File: src/rtl/mux_rr_arbiter.sv
// Round-robin arbiter sharing one 4:1 datapath mux among four requesters.
// Latency: grant one cycle after a request seen in IDLE; beats pass combinationally while BUSY.
// Backpressure: out_ready low stalls the granted beat; the grant holds with no timeout.
module mux_rr_arbiter #(
  parameter int DW       = 8,
  parameter int HOLD_MAX = 15
) (
  input  logic            clk,
  input  logic            rst_n,
  input  logic [3:0]      req,
  input  logic [3:0]      last,
  input  logic [4*DW-1:0] din,
  output logic [3:0]      gnt,
  output logic [1:0]      sel,
  output logic            busy,
  output logic            out_valid,
  output logic [DW-1:0]   out_data,
  output logic            out_last,
  input  logic            out_ready
);

  typedef enum logic {
    ST_IDLE = 1'b0,
    ST_BUSY = 1'b1
  } state_t;

  localparam logic [7:0] HOLD_MAX_C = 8'(HOLD_MAX);

  state_t      state_q, state_d;
  logic [1:0]  ptr_q, ptr_d;
  logic [1:0]  sel_q, sel_d;
  logic [3:0]  gnt_q, gnt_d;
  logic [7:0]  cnt_q, cnt_d;

  logic        win_vld;
  logic [1:0]  win_idx;
  logic [1:0]  cand;

  logic [DW-1:0] mux_dat;
  logic        sel_req;
  logic        sel_last;
  logic        in_busy;
  logic        xfer;
  logic        burst_end;
  logic        hold_hit;
  logic        withdraw;
  logic        rel;

  // Circular search from ptr: iterate offsets high to low so the smallest offset wins
  always_comb begin
    win_vld = 1'b0;
    win_idx = ptr_q;
    cand    = ptr_q;
    for (int k = 3; k >= 0; k--) begin
      cand = ptr_q + 2'(k);
      if (req[cand]) begin
        win_vld = 1'b1;
        win_idx = cand;
      end
    end
  end

  // Shared datapath mux and release decode for the currently granted requester
  always_comb begin
    mux_dat   = din[sel_q*DW +: DW];
    sel_req   = req[sel_q];
    sel_last  = last[sel_q];
    in_busy   = (state_q == ST_BUSY);
    xfer      = in_busy & sel_req & out_ready;
    burst_end = xfer & sel_last;
    hold_hit  = xfer & ((cnt_q + 8'd1) == HOLD_MAX_C);
    // No transfer is possible when req[sel] is low, so withdrawal needs no extra qualifier
    withdraw  = in_busy & ~sel_req;
    rel       = burst_end | hold_hit | withdraw;
  end

  // FSM state register
  always_ff @(posedge clk or negedge rst_n) begin
    if (!rst_n) begin
      state_q <= ST_IDLE;
    end else begin
      state_q <= state_d;
    end
  end

  // FSM next-state: IDLE grants any pending request; BUSY returns to IDLE on release
  always_comb begin
    state_d = state_q;
    case (state_q)
      ST_IDLE: if (win_vld) state_d = ST_BUSY;
      ST_BUSY: if (rel)     state_d = ST_IDLE;
      default:              state_d = ST_IDLE;
    endcase
  end

  // FSM outputs: the downstream port only shows the granted channel while BUSY
  always_comb begin
    busy      = in_busy;
    out_valid = in_busy & sel_req;
    out_last  = in_busy & sel_req & sel_last;
    out_data  = in_busy ? mux_dat : '0;
  end

  // Grant/pointer/counter next values; sel deliberately keeps its value across release
  always_comb begin
    ptr_d = ptr_q;
    sel_d = sel_q;
    gnt_d = gnt_q;
    cnt_d = cnt_q;
    if (state_q == ST_IDLE) begin
      if (win_vld) begin
        gnt_d = 4'b0001 << win_idx;
        sel_d = win_idx;
        cnt_d = 8'd0;
      end
    end else if (rel) begin
      gnt_d = 4'b0000;
      ptr_d = sel_q + 2'd1;
      cnt_d = 8'd0;
    end else if (xfer) begin
      cnt_d = cnt_q + 8'd1;
    end
  end

  // Grant/pointer/counter registers
  always_ff @(posedge clk or negedge rst_n) begin
    if (!rst_n) begin
      ptr_q <= 2'd0;
      sel_q <= 2'd0;
      gnt_q <= 4'b0000;
      cnt_q <= 8'd0;
    end else begin
      ptr_q <= ptr_d;
      sel_q <= sel_d;
      gnt_q <= gnt_d;
      cnt_q <= cnt_d;
    end
  end

  assign gnt = gnt_q;
  assign sel = sel_q;

endmodule
File: config.mk
export PLATFORM = sky130hd
export DESIGN_NAME = mux_rr_arbiter
export DESIGN_NICKNAME = d
export VERILOG_FILES = /design/src/rtl/mux_rr_arbiter.sv
export SDC_FILE = /design/constraint.sdc
export NUM_CORES = 1
export LEC_CHECK = 0
export BUFFER_PORTS_ARGS = -buffer_cell sky130_fd_sc_hd__buf_4
export CAP_MARGIN = 20
export CORE_MARGIN = 3
export CORE_UTILIZATION = 44
export DETAILED_ROUTE_END_ITERATION = 10
export MAX_ROUTING_LAYER = met4
export PLACE_DENSITY = 0.8
export REMOVE_ABC_BUFFERS = 1
export SYNTH_ARGS = -nofsm -noshare
export SYNTH_HDL_FRONTEND = slang
export SYNTH_SLANG_ARGS = --single-unit
File: constraint.sdc
create_clock -name clk -period 1.85 [get_ports clk]
set_input_delay 0.0925 -clock clk [delete_from_list [all_inputs] [get_ports clk]]
set_output_delay 0.0925 -clock clk [all_outputs]
set_load 0.1 [all_outputs]
# Word-level counts from Yosys, hierarchy flattened
# Cells that the tools add are included.
totals:
  regBits: 17
  wordCells: 66
classes:
  n_addsub: 5
  order_cmp: 5
  eq_ne: 3
  n_shift: 2
  n_mux: 31
  bitwise: 10
  reduce_logical: 5
op_table:
  columns: ["op", "n"]
  rows:
  - ["two-way mux 8 bit", 5]
  - ["indexed part select 32 x 6 -> 8 bit", 1]
  - ["< comparator 2 x 3 -> 1 bit (second input constant)", 5]
  - ["binary-select mux 1 bit (select 2 bit)", 6]
  - ["two-way mux 1 bit", 12]
  - ["two-way mux 4 bit", 3]
  - ["adder 8 x 1 -> 8 bit (second input constant)", 1]
  - ["equality test 8 x 4 -> 1 bit (second input constant)", 1]
  - ["two-way mux 2 bit", 4]
  - ["AND reduction 2 bit", 4]
  - ["AND 1 bit", 6]
  - ["adder 2 x 1 -> 2 bit (second input constant)", 2]
  - ["adder 2 bit (second input constant)", 2]
  - ["<< shifter 1 x 2 -> 4 bit (first input constant)", 1]
  - ["!= test 3 x 1 -> 1 bit (second input constant)", 1]
  - ["!= test 2 x 1 -> 1 bit (second input constant)", 1]
  - ["NOT 1 bit", 2]
  - ["bitwise OR 1 bit", 2]
  - ["one-hot mux 1 bit (2 select lines)", 1]
  - ["nonzero test 2 bit", 1]

# Longest topological paths before layout
# Gate-level depths: netlist of the first run.
logic_depth:
  word_depth: 10
  depth_mapped: 7
  ltp_nobuf: 6

# Worst setup path before layout of the first run
# OpenSTA, ideal clock, no wires.
synth_timing:
  path_type: "reg2out"
  startpoint: "reg sel_q[0], in the netlist sel[0]"
  endpoint: "out out_last"
  t_arrival_ns: 3.059
  required_time_ns: 1.757
  setup_slack_ns: -1.302
  stages_incl_launch_ff: 5
  path_buffers: 2
  cell_sequence: "dfrtp_1 buf_6 clkbuf_1 o21ai_0 nor2_1"
synth_via:
  elab_chain_len: 4
  word_cells_on_any_way: 6
synth_rtl:
  columns: ["element", "line_no", "text"]
  rows:
  - ["start, declared", "31", "logic [1:0] sel_q, sel_d;"]
  - ["start signal, assigned", "134", "sel_q <= sel_d;"]
  - ["binary-select mux 1 bit (select 2 bit)", "66", "sel_req = req[sel_q];"]
  - ["two-way mux 1 bit (not written as such)", "66", null]
  - ["AND 1 bit", "100", "out_last = in_busy & sel_req & sel_last;"]
  - ["AND 1 bit (*)", "100", null]
  - ["end, declared", "18", "output logic out_last,"]
# Every way passes the cells marked *; elsewhere a longest branch is shown, timed or not. The select of a mux whose other input is x is not followed.

# Worst setup path in the final report of the first run
layout_timing:
  startpoint: "reg sel_q[0], in the netlist sel[0]"
  endpoint: "reg cnt_q[5]"
layout_via:
  elab_chain_len: 9
  word_cells_on_any_way: 16
layout_rtl:
  columns: ["element", "line_no", "text"]
  rows:
  - ["binary-select mux 1 bit (select 2 bit)", "66", null]
  - ["two-way mux 1 bit (not written as such)", "66", null]
  - ["AND 1 bit (2 in a row)", "69", "xfer = in_busy & sel_req & out_ready;"]
  - ["AND 1 bit, on equally long branches", "70, 71", null]
  - ["bitwise OR 1 bit (2 in a row)", "74", "rel = burst_end | hold_hit | withdraw;"]
  - ["!= test 3 x 1 -> 1 bit (no source line) or two-way mux 8 bit (tied branches)", null, null]
  - ["AND reduction 2 bit (no source line) or two-way mux 8 bit (tied branches)", null, null]
  - ["end signal, assigned", "136", "cnt_q <= cnt_d;"]
  - ["end, declared", "33", "logic [7:0] cnt_q, cnt_d;"]
# Parallel ways exist; a longest one is shown, timed or not. The select of a mux whose other input is x is not followed.
# A chain may end at the register's enable or synchronous reset.

==> results of run 1 <==
[flip-flops by register name, indices dropped and copies added, names as in the netlist]
name and count:
busy 1, gnt 4, sel 2, ptr_q 2, cnt_q 8
[cell families (layout without fill, tap and decap cells)]
| logic type | count (synthesis) | count (layout) | share of synthesized area, % |
|---|---|---|---|
| and+or+nand+nor | 67 | 67 | 23.6 |
| adders and majority gates | 2 | 2 | 1.69 |
| buffers and inverters | 19 | 115 | 5.56 |
| xor gates and xnor gates | 2 | 2 | 1.18 |
| AOI/OAI and AO/OA | 46 | 46 | 21.7 |
| DFF | 17 | 17 | 28.7 |
| muxes | 12 | 12 | 17.6 |
[where the power goes]
| part | internal [W] | switching, W |
|---|---|---|
| Clock | 0.0000809 | 0.000152 |
| Combinational | 0.00172 | 0.00257 |
| Sequential | 0.000470 | 0.000131 |
[worst min path at each step]
stage	end	slack (ns)	cells after the start
CTS	busy	0.04	2
global route	busy	0.04	2
floorplan	busy	-0.20	0
detailed placement	cnt_q[6]	-0.02	1
finish	busy	0.05	2
global placement	cnt_q[6]	-0.03	1
[timing repair]
action,4_1_cts,5_1_grt
hold endpoints to repair,17,0
pin swaps,9,12
gates resized for setup,64,36
hold buffers,1,0
setup endpoints to repair,19,25
setup buffers,10,5
cloned,1,0
[Yosys cell counts (2+ instances only)]
| cell | number |
|---|---|
| buf_2 | 2 |
| a21oi_1 | 6 |
| o22ai_1 | 3 |
| or3_1 | 5 |
| inv_1 | 8 |
| ha_1 | 2 |
| mux4_1 | 4 |
| mux4_2 | 6 |
| o21ai_0 | 14 |
| xnor2_1 | 2 |
| a32oi_1 | 3 |
| nor3_1 | 3 |
| dfrtp_1 | 17 |
| nor2_1 | 7 |
| and2_1 | 9 |
| clkbuf_1 | 6 |
| a211o_1 | 3 |
| nand3_1 | 9 |
| nor3b_1 | 2 |
| o211ai_1 | 5 |
| nand2_1 | 19 |
| nor2b_1 | 3 |
| nand4_1 | 4 |
[layer usage]
layer / vias to the layer above / part of all wire (%) / GRT usage, %
met4: 0 / 5.0 / 10.2
met5: - / 0 / -
met3: 45 / 11 / 2.99
met2: 172 / 50 / 53.5
li1: 825 / - / -
met1: 964 / 35 / 36.8
[critical path: stages, from the launching register on]
cell and delay (ns):
dfrtp_1 0.40, buf_6 0.11, mux4_2 0.55, or3b_4 0.45, or3_1 0.34, nand3_1 0.11
[per-stage QoR]
| stage | setup TNS, ns | worst slack [ns] | std cells | utilization [%] | hold slack, ns |
|---|---|---|---|---|---|
| 2_1_floorplan | -19.05 | -1.41 | 154 | - | -0.203 |
| 3_3_place_gp | -0.0637 | -0.0255 | 285 | 68.4 | -0.0273 |
| 3_5_place_dp | -0.212 | -0.0692 | 285 | 68.4 | -0.0217 |
| 4_1_cts | -0.658 | -0.0764 | 300 | 79.4 | 0.0359 |
| 5_1_grt | -3.62 | -0.255 | 305 | 84.6 | 0.0420 |
| 6_report | -2.58 | -0.188 | 305 | 84.6 | 0.0542 |
[final cells by class]
type | count | area [um2] | share of cell area [%]
clock buffers | 3 | 22.5 | 0.851
clock inverters | 1 | 5.00 | 0.189
well taps | 44 | 55.1 | 2.08
multi-input cells | 129 | 1120 | 42.5
repair buffers | 103 | 978 | 37.0
inverters | 8 | 32.5 | 1.23
flip-flops and latches | 17 | 428 | 16.2
==> impl_results.md, run 1 <==
* Outcome: finished, violations left
* Violated checks: setup timing
* Register bit total from synthesis at 17
* R2R setup slack at -0.19 ns
* DRT Pass-1 Iters at 5
* Core Region at around 3100 um2
* Slew headroom at between 60% and 70%
* Row count at 20
* Finished Cell Area at around 2600 um2
* Worst r2r path cells at 5
* Unrepaired setup endpoints after global routing: yes
* H-tree levels at 1
* RR Startpoint: sel[0]
* Final Skew at about 0.010 ns
* Chip height at 64.1 um
* Die Wd at between 60 and 70 um
* CP Max Fanout at 3
* Leakage power at roughly 1.2 nW
* Final slew viol count at 0
* Max-cap violations at 0
* Grt ovf at 0
* Synth warn at 0
* Total die area at between 4000 and 5000 um2
* Top cell type's share of synthesized area at approximately 29%
* Starting Density at a little under half
* Layout Nets at between 300 and 400
* Placed wire-length estimate at approximately 3.6 mm
* Initial DRC count at ~220
* CP Launch Type: flip-flop
* Total power at between 0.005 and 0.006 W
* Reg clk slew, reported paths at approximately 0.13 ns
* HP Class: in2reg
* Worst-Skew Late Latency at 0.32 ns
* Post-synth EDFFs at 0
* DR WL/cell at around 24 um
* Fmax at 491 MHz
* Worst Tran Pin Value at about 0.56 ns
* Clk root buf: clkbuf_4
* Worst setup EP type: flip-flop
* Area Overhead vs Synth at 78.3%
* Detailed-route via count at roughly 2000
* Boundary Pins at 60
* Antenna cells at 0
* Syn avg cell area at 8.99 um2
* CP required at roughly 2.1 ns
* Post-DP Area at about 2100 um2
* Setup crit end: cnt_q[5]
* Kind of critical path: reg2reg
* R2R Path End: cnt_q[5]
* Crit path DAT at 2.29 ns
* Commonest non-fill, non-tap cell in the layout: buf_4
* Routed WL at a little over 7 mm
* Routability cong. at 0.873
* Final worst slack at -0.188 ns
* Number of global-route vias before repair at between 1500 and 2000
* Netlist Area Pre-Place at between 1000 and 1500 um2
* Worst VDD drop at 0.00130 V
* Final hold violation count at 0
* Via/cell ratio at 6.58
* Min Tclk post-route at 2.04 ns
* Fin crit share at 110%
* CTS tree: yes
* Hold Startpoint: out_ready
* Remaining DRCs at 0
* First-pass GRT wire length at around 9.4 mm
* PortBufs at approximately 60
* Top cells by area, synth: dfrtp_1, mux4_2, mux4_1, nand2_1, o21ai_0
* Clock Path Buffers at 2
* Tot GR Track Use at between 30% and 40%
* ANT nets after route at 0
* Layout fillers at 152
* Num CTS Buffers at 3
* Worst Setup SP: sel[0]
* Synth Flop Type: dfrtp_1
* Initial antenna violation count at 0
* PwrDens at roughly 1900 nW/um2
* Count of final setup violators at 25
* Largest net degree at the start of global routing at 18
* Fraction of layout cells with a size suffix above 1 at roughly 59%
* Netlist cell types at between 40 and 50
* Top cell type by total area after synthesis: dfrtp_1
* Most frequent cells in the layout: buf_4, nand2_1, dfrtp_1
* Cells after Synth at between 150 and 200
* Sinks on Clock Net at 17
* Share of synthesized registers carrying an async set or reset at 100%
* Post-synthesis sequential area ratio at 28.7%
Note: power is estimated with default switching activity, not from simulation.
==> inputs of run 2 (changes only) <==
--- a/config.mk
+++ b/config.mk
@@ -11,7 +11,7 @@
 export CORE_UTILIZATION = 44
 export DETAILED_ROUTE_END_ITERATION = 10
 export MAX_ROUTING_LAYER = met4
-export PLACE_DENSITY = 0.8
+export PLACE_DENSITY = 0.77
 export REMOVE_ABC_BUFFERS = 1
 export SYNTH_ARGS = -nofsm -noshare
 export SYNTH_HDL_FRONTEND = slang
==> run 2 against run 1 <==
Net effect: the flow still finishes with violations (setup timing); clock skew shrank 0.0021 ns; first-iteration DRC count increased by 14%; sequential share of layout area increased by 1.2 points; largest power group unchanged; combinational power fell by 11%; core utilization fell by 5.4 points.
==> impl_results.md, run 2 (same netlist as run 1, synthesis figures left out) <==
* Outcome: finished, violations left
* Violated checks: setup timing
* PortBufs at 59
* Reg clk slew, reported paths at about 0.12 ns
* Initial DRC count at 245
* PwrDens at around 1900 nW/um2
* DRT Pass-1 Iters at 4
* Setup TNS Final at -0.194 ns
* Fraction of layout cells with a size suffix above 1 at 57.0%
* Crit path DAT at between 2 and 2.5 ns
* H-tree levels at 1
* Core Region at roughly 3100 um2
* Clk root buf: clkbuf_4
* Num CTS Buffers at 3
* Final worst slack at -0.0567 ns
* Worst-Skew Late Latency at around 0.30 ns
* Leakage power at ~1.1 nW
* Number of global-route vias before repair at about 1700
* Max reg flops at 8
* Placed wire-length estimate at slightly below 4 mm
* Chip height at 64.1 um
* DR WL/cell at between 20 and 25 um
* Routed WL at 5.91 mm
* Biggest register: cnt_q
* Area Overhead vs Synth at 66.9%
* Largest net degree at the start of global routing at 18
* Layout Nets at 297
* Count of final setup violators at 10
* Tot GR Track Use at a little over a quarter
* CP Max Fanout at 4
* Worst Tran Pin Value at between 0.5 and 0.6 ns
* CP Launch Type: flip-flop
* Antenna cells at 0
* Final slew viol count at 0
* CP required at ~2.1 ns
* Die Wd at roughly 64 um
* Max-cap violations at 0
* Routability cong. at between 0.8 and 0.9
* Worst setup EP type: flip-flop
* ANT nets after route at 0
* Most frequent cells in the layout: buf_4, nand2_1, dfrtp_1
* Clock Path Buffers at 2
* Row count at 20
* Total die area at between 4000 and 5000 um2
* Kind of critical path: reg2reg
* Commonest non-fill, non-tap cell in the layout: buf_4
* Detailed-route via count at between 1500 and 2000
* Sinks on Clock Net at 17
* Fmax at 524 MHz
* Unrepaired setup endpoints after global routing: yes
* Via/cell ratio at between 6 and 7
* Final Skew at between 0.008 and 0.009 ns
* Worst VDD drop at 0.00137 V
* Final Core Density at between 70% and 80%
* Finished Cell Area at ~2500 um2
* Starting Density at between 40% and 50%
* Fin crit share at 103%
* Remaining DRCs at 0
* First-pass GRT wire length at 8.57 mm
* Slew headroom at 65.4%
* CTS tree: yes
* Min Tclk post-route at 1.91 ns
* Grt ovf at 0
* Initial antenna violation count at 0
* Pre-CTS setup slack at -0.0740 ns
* Boundary Pins at 60
* HP Class: in2reg
* Post-DP Area at roughly 2100 um2
* Final hold violation count at 0
[run 2: where the power goes]
group          internal (W)  leakage, nW  switching (W)  total, W
Combinational       0.00148        0.878        0.00233   0.00381
Clock             0.0000824       0.0139       0.000135  0.000218
Sequential         0.000472        0.215       0.000152  0.000623
Total               0.00204         1.11        0.00262   0.00465
[run 2: timing repair]
action	CTS	global route
hold endpoints to repair	17	0
resized for setup	41	44
buffers inserted	7	2
pin swaps	12	10
hold buffers	1	0
endpoints found under the setup margin	24	25
cloned	1	0
[run 2: worst paths after layout]
kind	from	endpoint	slack, ns	depth (start not counted)
setup reg to reg	sel[0]	cnt_q[5]	-0.06	4
hold reg to reg	gnt[0]	gnt[0]	0.55	2
hold / removal	out_ready	busy	0.04	2
min in group asynchronous	rst_n	cnt_q[1]	0.18	2
setup / recovery	sel[0]	cnt_q[5]	-0.06	4
max in group asynchronous	rst_n	cnt_q[4]	1.46	2
[run 2: worst max-delay path, cell delays in order (launching register included)]
cell     delay, ns
dfrtp_2       0.45
mux4_2        0.55
or3b_4        0.44
or3_4         0.34
nand3_2       0.07
[run 2: routing by layer]
layer  GRT usage, %  vias to the layer above  routed length [um]
li1               -                      798                   -
met1           34.0                      888                2270
met5              -                        -                   0
met2           46.7                      105                3050
met3           2.46                       29                 329
met4           8.89                        0                 248
[run 2: cell type report]
type                       instances  area, um2
multi-input combinational        129       1090
timing repair buffer              93        838
fill                             191        651
sequential                        17        430
tap                               44       55.1
inverter                           8       30.0
clock buffer                       3       22.5
clock inverter                     1       7.51
[run 2: through the flow]
stage | power (W) | instances | hold slack [ns]
after global placement | 0.00357 | 280 | -0.0326
final | 0.00465 | 295 | 0.0372
after floorplan | 0.00279 | 154 | -0.203
after global routing | 0.00482 | 295 | 0.0281
after detailed placement | 0.00364 | 280 | -0.0309
after CTS | 0.00428 | 293 | 0.0119
